<file path="src/rtl/alu_adder_seq_pkg.sv">
// Shared types and constants for the nibble-serial adder sequencer.
package alu_seq_pkg;

  localparam int unsigned NIBBLE_W = 4;

  typedef enum logic [1:0] {
    IDLE,
    RUN,
    DONE
  } alu_seq_state_e;

  // Width of the nibble index register; never narrower than one bit.
  function automatic int unsigned idx_w(input int unsigned nibbles);
    return (nibbles > 1) ? $clog2(nibbles) : 1;
  endfunction

endpackage

</file>
<file path="src/rtl/alu_adder_seq_if.sv">
// Request/response handshake bundle for alu_adder_seq.
// rsp_overflow exists only when ALU_SEQ_OVERFLOW_EN is defined.
interface alu_adder_seq_if #(
  parameter int unsigned WIDTH = 16
);

  logic             req_valid;
  logic             req_ready;
  logic [WIDTH-1:0] req_a;
  logic [WIDTH-1:0] req_b;
  logic             req_sub;
  logic             req_cin;
  logic             rsp_valid;
  logic             rsp_ready;
  logic [WIDTH-1:0] rsp_result;
  logic             rsp_carry;
  logic             rsp_zero;
`ifdef ALU_SEQ_OVERFLOW_EN
  logic             rsp_overflow;
`endif

  // Issue side: drives requests, consumes responses.
  modport master (
`ifdef ALU_SEQ_OVERFLOW_EN
    input  rsp_overflow,
`endif
    output req_valid, req_a, req_b, req_sub, req_cin, rsp_ready,
    input  req_ready, rsp_valid, rsp_result, rsp_carry, rsp_zero
  );

  // Sequencer side.
  modport slave (
`ifdef ALU_SEQ_OVERFLOW_EN
    output rsp_overflow,
`endif
    input  req_valid, req_a, req_b, req_sub, req_cin, rsp_ready,
    output req_ready, rsp_valid, rsp_result, rsp_carry, rsp_zero
  );

endinterface

</file>
<file path="src/rtl/alu_adder_seq_slice.sv">
// alu_nibble_slice: combinational 4-bit adder shared by every step of the sequencer.
module alu_nibble_slice
  import alu_seq_pkg::*;
(
  input  logic [NIBBLE_W-1:0] a,
  input  logic [NIBBLE_W-1:0] b,
  input  logic                carry_in,
  output logic [NIBBLE_W-1:0] result,
  output logic                carry_out
);

  // Plain ripple add with carry-in; the widened sum exposes the carry-out.
  always_comb begin
    {carry_out, result} = {1'b0, a} + {1'b0, b} + {{NIBBLE_W{1'b0}}, carry_in};
  end

endmodule

</file>
<file path="src/rtl/alu_adder_seq.sv">
// alu_adder_seq: WIDTH-bit add/subtract computed one nibble per cycle through a
// single alu_nibble_slice, least-significant nibble first.
// Optional signed-overflow flag: define ALU_SEQ_OVERFLOW_EN.
module alu_adder_seq
  import alu_seq_pkg::*;
#(
  parameter int unsigned WIDTH = 16
) (
  input  logic                  clk,
  input  logic                  rst_n,
  alu_adder_seq_if.slave        bus,
  output logic                  busy
);

  localparam int unsigned NIBBLES = WIDTH / NIBBLE_W;
  localparam int unsigned IDX_W   = idx_w(NIBBLES);

  alu_seq_state_e     state;
  logic [WIDTH-1:0]   op_a;
  logic [WIDTH-1:0]   op_b;
  logic [WIDTH-1:0]   work;
  logic [WIDTH-1:0]   work_next;
  logic               carry_q;
  logic [IDX_W-1:0]   idx;
  logic               last_step;

  logic [NIBBLE_W-1:0] sl_a;
  logic [NIBBLE_W-1:0] sl_b;
  logic [NIBBLE_W-1:0] sl_sum;
  logic                sl_cout;

  // Select the operand nibbles for the current step and merge the slice sum
  // into the partial result so the final step sees the complete word.
  always_comb begin
    sl_a      = op_a[idx*NIBBLE_W +: NIBBLE_W];
    sl_b      = op_b[idx*NIBBLE_W +: NIBBLE_W];
    last_step = (idx == IDX_W'(NIBBLES - 1));
    work_next = work;
    work_next[idx*NIBBLE_W +: NIBBLE_W] = sl_sum;
  end

  alu_nibble_slice u_slice (
    .a         (sl_a),
    .b         (sl_b),
    .carry_in  (carry_q),
    .result    (sl_sum),
    .carry_out (sl_cout)
  );

  // Sequencer FSM with registered handshake outputs and response flags.
  // Response fields are loaded from work_next on the last step so they change
  // only on entry to DONE and stay frozen while the consumer stalls.
  always_ff @(posedge clk or negedge rst_n) begin
    if (!rst_n) begin
      state          <= IDLE;
      bus.req_ready  <= 1'b1;
      bus.rsp_valid  <= 1'b0;
      busy           <= 1'b0;
      op_a           <= '0;
      op_b           <= '0;
      work           <= '0;
      carry_q        <= 1'b0;
      idx            <= '0;
      bus.rsp_result <= '0;
      bus.rsp_carry  <= 1'b0;
      bus.rsp_zero   <= 1'b0;
`ifdef ALU_SEQ_OVERFLOW_EN
      bus.rsp_overflow <= 1'b0;
`endif
    end else begin
      case (state)
        IDLE: begin
          if (bus.req_valid) begin
            op_a          <= bus.req_a;
            op_b          <= bus.req_sub ? ~bus.req_b : bus.req_b;
            carry_q       <= bus.req_sub ? 1'b1 : bus.req_cin;
            idx           <= '0;
            state         <= RUN;
            bus.req_ready <= 1'b0;
            busy          <= 1'b1;
          end
        end
        RUN: begin
          work    <= work_next;
          carry_q <= sl_cout;
          if (last_step) begin
            idx            <= '0;
            state          <= DONE;
            bus.rsp_valid  <= 1'b1;
            bus.rsp_result <= work_next;
            bus.rsp_carry  <= sl_cout;
            bus.rsp_zero   <= (work_next == '0);
`ifdef ALU_SEQ_OVERFLOW_EN
            bus.rsp_overflow <= (op_a[WIDTH-1] == op_b[WIDTH-1]) &&
                                (work_next[WIDTH-1] != op_a[WIDTH-1]);
`endif
          end else begin
            idx <= idx + 1'b1;
          end
        end
        DONE: begin
          if (bus.rsp_ready) begin
            state         <= IDLE;
            bus.rsp_valid <= 1'b0;
            bus.req_ready <= 1'b1;
            busy          <= 1'b0;
          end
        end
        default: begin
          state         <= IDLE;
          bus.rsp_valid <= 1'b0;
          bus.req_ready <= 1'b1;
          busy          <= 1'b0;
        end
      endcase
    end
  end

endmodule
</file>
<file path="src/flat_wrapper.sv">
// flat-port wrapper written by rule: the top's interface ports become plain ports
module alu_adder_seq_flat import alu_seq_pkg::*;
#(
  parameter int unsigned WIDTH = 16
)
  (clk, rst_n, busy, bus_req_valid, bus_req_a, bus_req_b, bus_req_sub, bus_req_cin, bus_rsp_ready, bus_req_ready, bus_rsp_valid, bus_rsp_result, bus_rsp_carry, bus_rsp_zero);
  alu_adder_seq_if #(.WIDTH(WIDTH)) bus_i ();
  input  logic clk;
  input  logic rst_n;
  output logic busy;
  input wire logic [$bits(bus_i.req_valid)-1:0] bus_req_valid;
  input wire logic [$bits(bus_i.req_a)-1:0] bus_req_a;
  input wire logic [$bits(bus_i.req_b)-1:0] bus_req_b;
  input wire logic [$bits(bus_i.req_sub)-1:0] bus_req_sub;
  input wire logic [$bits(bus_i.req_cin)-1:0] bus_req_cin;
  input wire logic [$bits(bus_i.rsp_ready)-1:0] bus_rsp_ready;
  output wire logic [$bits(bus_i.req_ready)-1:0] bus_req_ready;
  output wire logic [$bits(bus_i.rsp_valid)-1:0] bus_rsp_valid;
  output wire logic [$bits(bus_i.rsp_result)-1:0] bus_rsp_result;
  output wire logic [$bits(bus_i.rsp_carry)-1:0] bus_rsp_carry;
  output wire logic [$bits(bus_i.rsp_zero)-1:0] bus_rsp_zero;
  assign bus_i.req_valid = bus_req_valid;
  assign bus_i.req_a = bus_req_a;
  assign bus_i.req_b = bus_req_b;
  assign bus_i.req_sub = bus_req_sub;
  assign bus_i.req_cin = bus_req_cin;
  assign bus_i.rsp_ready = bus_rsp_ready;
  assign bus_req_ready = bus_i.req_ready;
  assign bus_rsp_valid = bus_i.rsp_valid;
  assign bus_rsp_result = bus_i.rsp_result;
  assign bus_rsp_carry = bus_i.rsp_carry;
  assign bus_rsp_zero = bus_i.rsp_zero;
  alu_adder_seq #(.WIDTH(WIDTH)) u_core (.clk(clk), .rst_n(rst_n), .bus(bus_i), .busy(busy));
endmodule
</file>
<file path="config.mk">
export PLATFORM = sky130hd
export DESIGN_NAME = alu_adder_seq_flat
export DESIGN_NICKNAME = d
export VERILOG_FILES = /design/src/rtl/alu_adder_seq_pkg.sv /design/src/rtl/alu_adder_seq_if.sv /design/src/rtl/alu_adder_seq_slice.sv /design/src/rtl/alu_adder_seq.sv /design/src/flat_wrapper.sv
export SDC_FILE = /design/constraint.sdc
export NUM_CORES = 1
export LEC_CHECK = 0
export CAP_MARGIN = 10
export CORE_MARGIN = 1.5
export CORE_UTILIZATION = 54
export CTS_CLUSTER_SIZE = 25
export DETAILED_ROUTE_END_ITERATION = 7
export GPL_ROUTABILITY_DRIVEN = 0
export PLACE_DENSITY = 0.78
export REMOVE_ABC_BUFFERS = 1
export SETUP_SLACK_MARGIN = 0.1
export SYNTH_ARGS = -nofsm -noshare
export SYNTH_HDL_FRONTEND = slang
export SYNTH_HIERARCHICAL = 1
export SYNTH_SLANG_ARGS = --single-unit
</file>
<file path="constraint.sdc">
create_clock -name clk -period 3.97 [get_ports clk]
set_clock_uncertainty 0.15 [all_clocks]
set_input_delay 0.9925 -clock clk [delete_from_list [all_inputs] [get_ports clk]]
set_output_delay 0.9925 -clock clk [all_outputs]
set_load 0.1 [all_outputs]
</file>
==> results_dict.tcl <==
set metrics [dict create \
    rows 30 \
    timing.fmax_mhz 291.9 \
    wl_per_cell_um 15.00 \
    cts_resized 0 \
    synth_area_leaders "dfrtp_1 49%, nand2_1 9.1%, o21ai_0 5.1%" \
    dieArea_mm2 0.007398 \
    timing.final.hold_violations 0 \
    hold_class "reg2reg" \
    htreeDepth 3 \
    crit_chain "mux4_1, fa_1, inv_1, fa_1, xnor2_1, a32oi_1, nor4b_1, a41o_1" \
    clockBufferDepth 2 \
    syn_area_per_cell_um2 10.08 \
    crit_required_ps 4120 \
    final_max_slew_viol_count 0 \
    yosysWarnings 6 \
    worstSetupPathType "reg2reg" \
    portBuffers 58 \
    rr_startpoint "u_core/idx[0]" \
    clock_latency_ps 360 \
    drt_iter0_markers 149 \
    routed_wl_mm 7.532 \
    seq_area_mm2 0.001853 \
    area_growth_pct 22.76 \
    slew_headroom 0.3511 \
    clk_transition_reported_paths_ps 80 \
    vias 2793 \
    die_h_um 86.01 \
    holdBufCountCts 0 \
    yosysSeqAreaShare 0.4980 \
    ys_ff_latch 74 \
    place_area_mm2 0.004317 \
    crit_top_cell "fa_1" \
    arrival_ps 3570 \
    rsz0062_at_grt "no" \
    maxCapViolCount 0 \
    numCtsBuffers 9 \
    multiInputGateArea_mm2 0.001714 \
    root_buffer "clkbuf_8" \
    pin_count 59 \
    async_flop_share 1.000 \
    finalCriticalPeriod_ps 3426 \
    grt_max_degree 52 \
    hold_ws_ps 327.8 \
    critical_path.slowest_cell "mux4_1" \
    finalCritPeriodShare 0.8629 \
    start_util 0.5538 \
    cts_setup_buffers 0 \
    grt_pass1_wl_mm 13.05 \
    ant_nets 0 \
    synth_top_cell_by_area "dfrtp_1" \
    tns_ps 0 \
    diodes 0 \
    synth_top_area_frac 0.4909 \
    status "complete, no violations" \
    drc_errors 0 \
    netlist_area_mm2 0.003721 \
    max_stage_delay_ps 670 \
    drive_gt1_frac 0.09242 \
    synth_edf_count 0 \
    synth.most_common_cell "nand2_1" \
    startpoint "u_core/idx[0]" \
    die_x_um 86.01 \
    ys_top_cells_by_count "90 x nand2_1, 73 x dfrtp_1, 38 x o21ai_0, 18 x xnor2_1, 15 x buf_2" \
    synthesis.instances 369 \
    final_nets 466 \
    min_from "u_core/bus.rsp_result[12]" \
    core_mm2 0.006719 \
    fillCellCount 522 \
    yosysUniqueCellTypes 49 \
    via_per_inst 5.564 \
    grt_pass1_vias 2835 \
    antenna_found_initial 0 \
    synth-main-ff-cell "dfrtp_1" \
    place_hpwl_mm 5.190 \
    first_pass_iters 4 \
    cp-start-kind "flop" \
    grt_use_total 0.2299 \
    finalSetupViolations 0 \
    worst_pin_slew_ps 970.3 \
    cts_tree "yes" \
    crit_fanout 9 \
    fin_area_mm2 0.004568 \
    crit_path_end_kind "flop" \
    grt_overflow 0 \
    clkSinkCount 74 \
]
per-stage QoR:
stage	std cells	util	setup WS (ps)
after global routing	502	0.6799	377.7
after CTS	502	0.6799	543.8
after global placement	486	0.6425	661.3
after floorplan	344	-	657.9
after detailed placement	486	0.6425	550.4
final	502	0.6799	544.1
final cells by class:
cell class,count,area share
clock buffer,11,0.03314
clock inverter,5,0.02191
inverter,9,0.007395
multi-input combinational,261,0.3752
sequential,74,0.4056
tap,80,0.02191
timing repair buffer,62,0.1348
worst max-delay path, delay by kind of cell, from the launching register on:
kind | cells | cell delay [ps]
AND/OR/NAND/NOR | 1 | 380
XOR/XNOR | 1 | 220
flip-flops | 1 | 650
multiplexers | 1 | 670
AO/OA/AOI/OAI | 2 | 550
buffers and inverters | 1 | 90
adder cells (fa/ha/maj) | 2 | 670
registers in the layout, indices dropped and copies added, names as in the netlist:
register	cells
u_core/idx	2
u_core/bus.rsp_valid	1
u_core/bus.rsp_zero	1
u_core/bus.rsp_result	16
u_core/carry_q	1
u_core/bus.rsp_carry	1
u_core/op_a	16
u_core/bus.req_ready	1
u_core/state	2
u_core/busy	1
u_core/op_b	16
u_core/work	16
metal layers:
metal / up-vias / share of wire / global-route usage
met1: 1339 / 0.45 / 0.2923
li1: 1359 / - / -
met3: 20 / 0.041 / 0.05775
met2: 75 / 0.48 / 0.3622
met4: 0 / 0.028 / 0.1261
met5: - / 0 / 0
final timing paths:
path                                        endpoint  slack (ps)  cells after the start
min reg2reg                u_core/bus.rsp_result[12]         330                      2
min in group asynchronous   u_core/bus.rsp_result[5]         570                      1
min                        u_core/bus.rsp_result[12]         330                      2
max                              u_core/bus.rsp_zero         540                      8
max in group asynchronous       u_core/bus.req_ready        2360                      2
max reg2reg                      u_core/bus.rsp_zero         540                      8
layout by cell type (no fill, tap or decap), types with 3 or more instances in the layout:
cell type,n
bufinv_16,3
a22o_1,12
nand2_1,90
nand2b_1,5
mux4_2,6
xnor2_1,18
buf_4,4
o31ai_1,3
a21oi_1,13
inv_1,9
nor2_1,6
a21o_1,3
nor2b_1,14
clkdlybuf4s50_1,56
o21ai_0,38
and3_1,3
a22oi_1,3
nand3_1,3
dfrtp_1,73
clkbuf_8,11
ha_1,9
kinds of logic (layout without fill, tap and decap cells):
logic type      Yosys count  in the layout  synth area share
compound gates           83             83            0.1399
xor+xnor                 18             18           0.04237
fa+ha+maj                11             11           0.04102
buf+inv                  34             87           0.04136
flops                    74             74            0.4980
mux                      10             10           0.05750
simple gates            139            139            0.1799
Power is left out: the tool's default activity adds up to more than one toggle a clock period on the data nets, which glitch-free logic cannot reach.
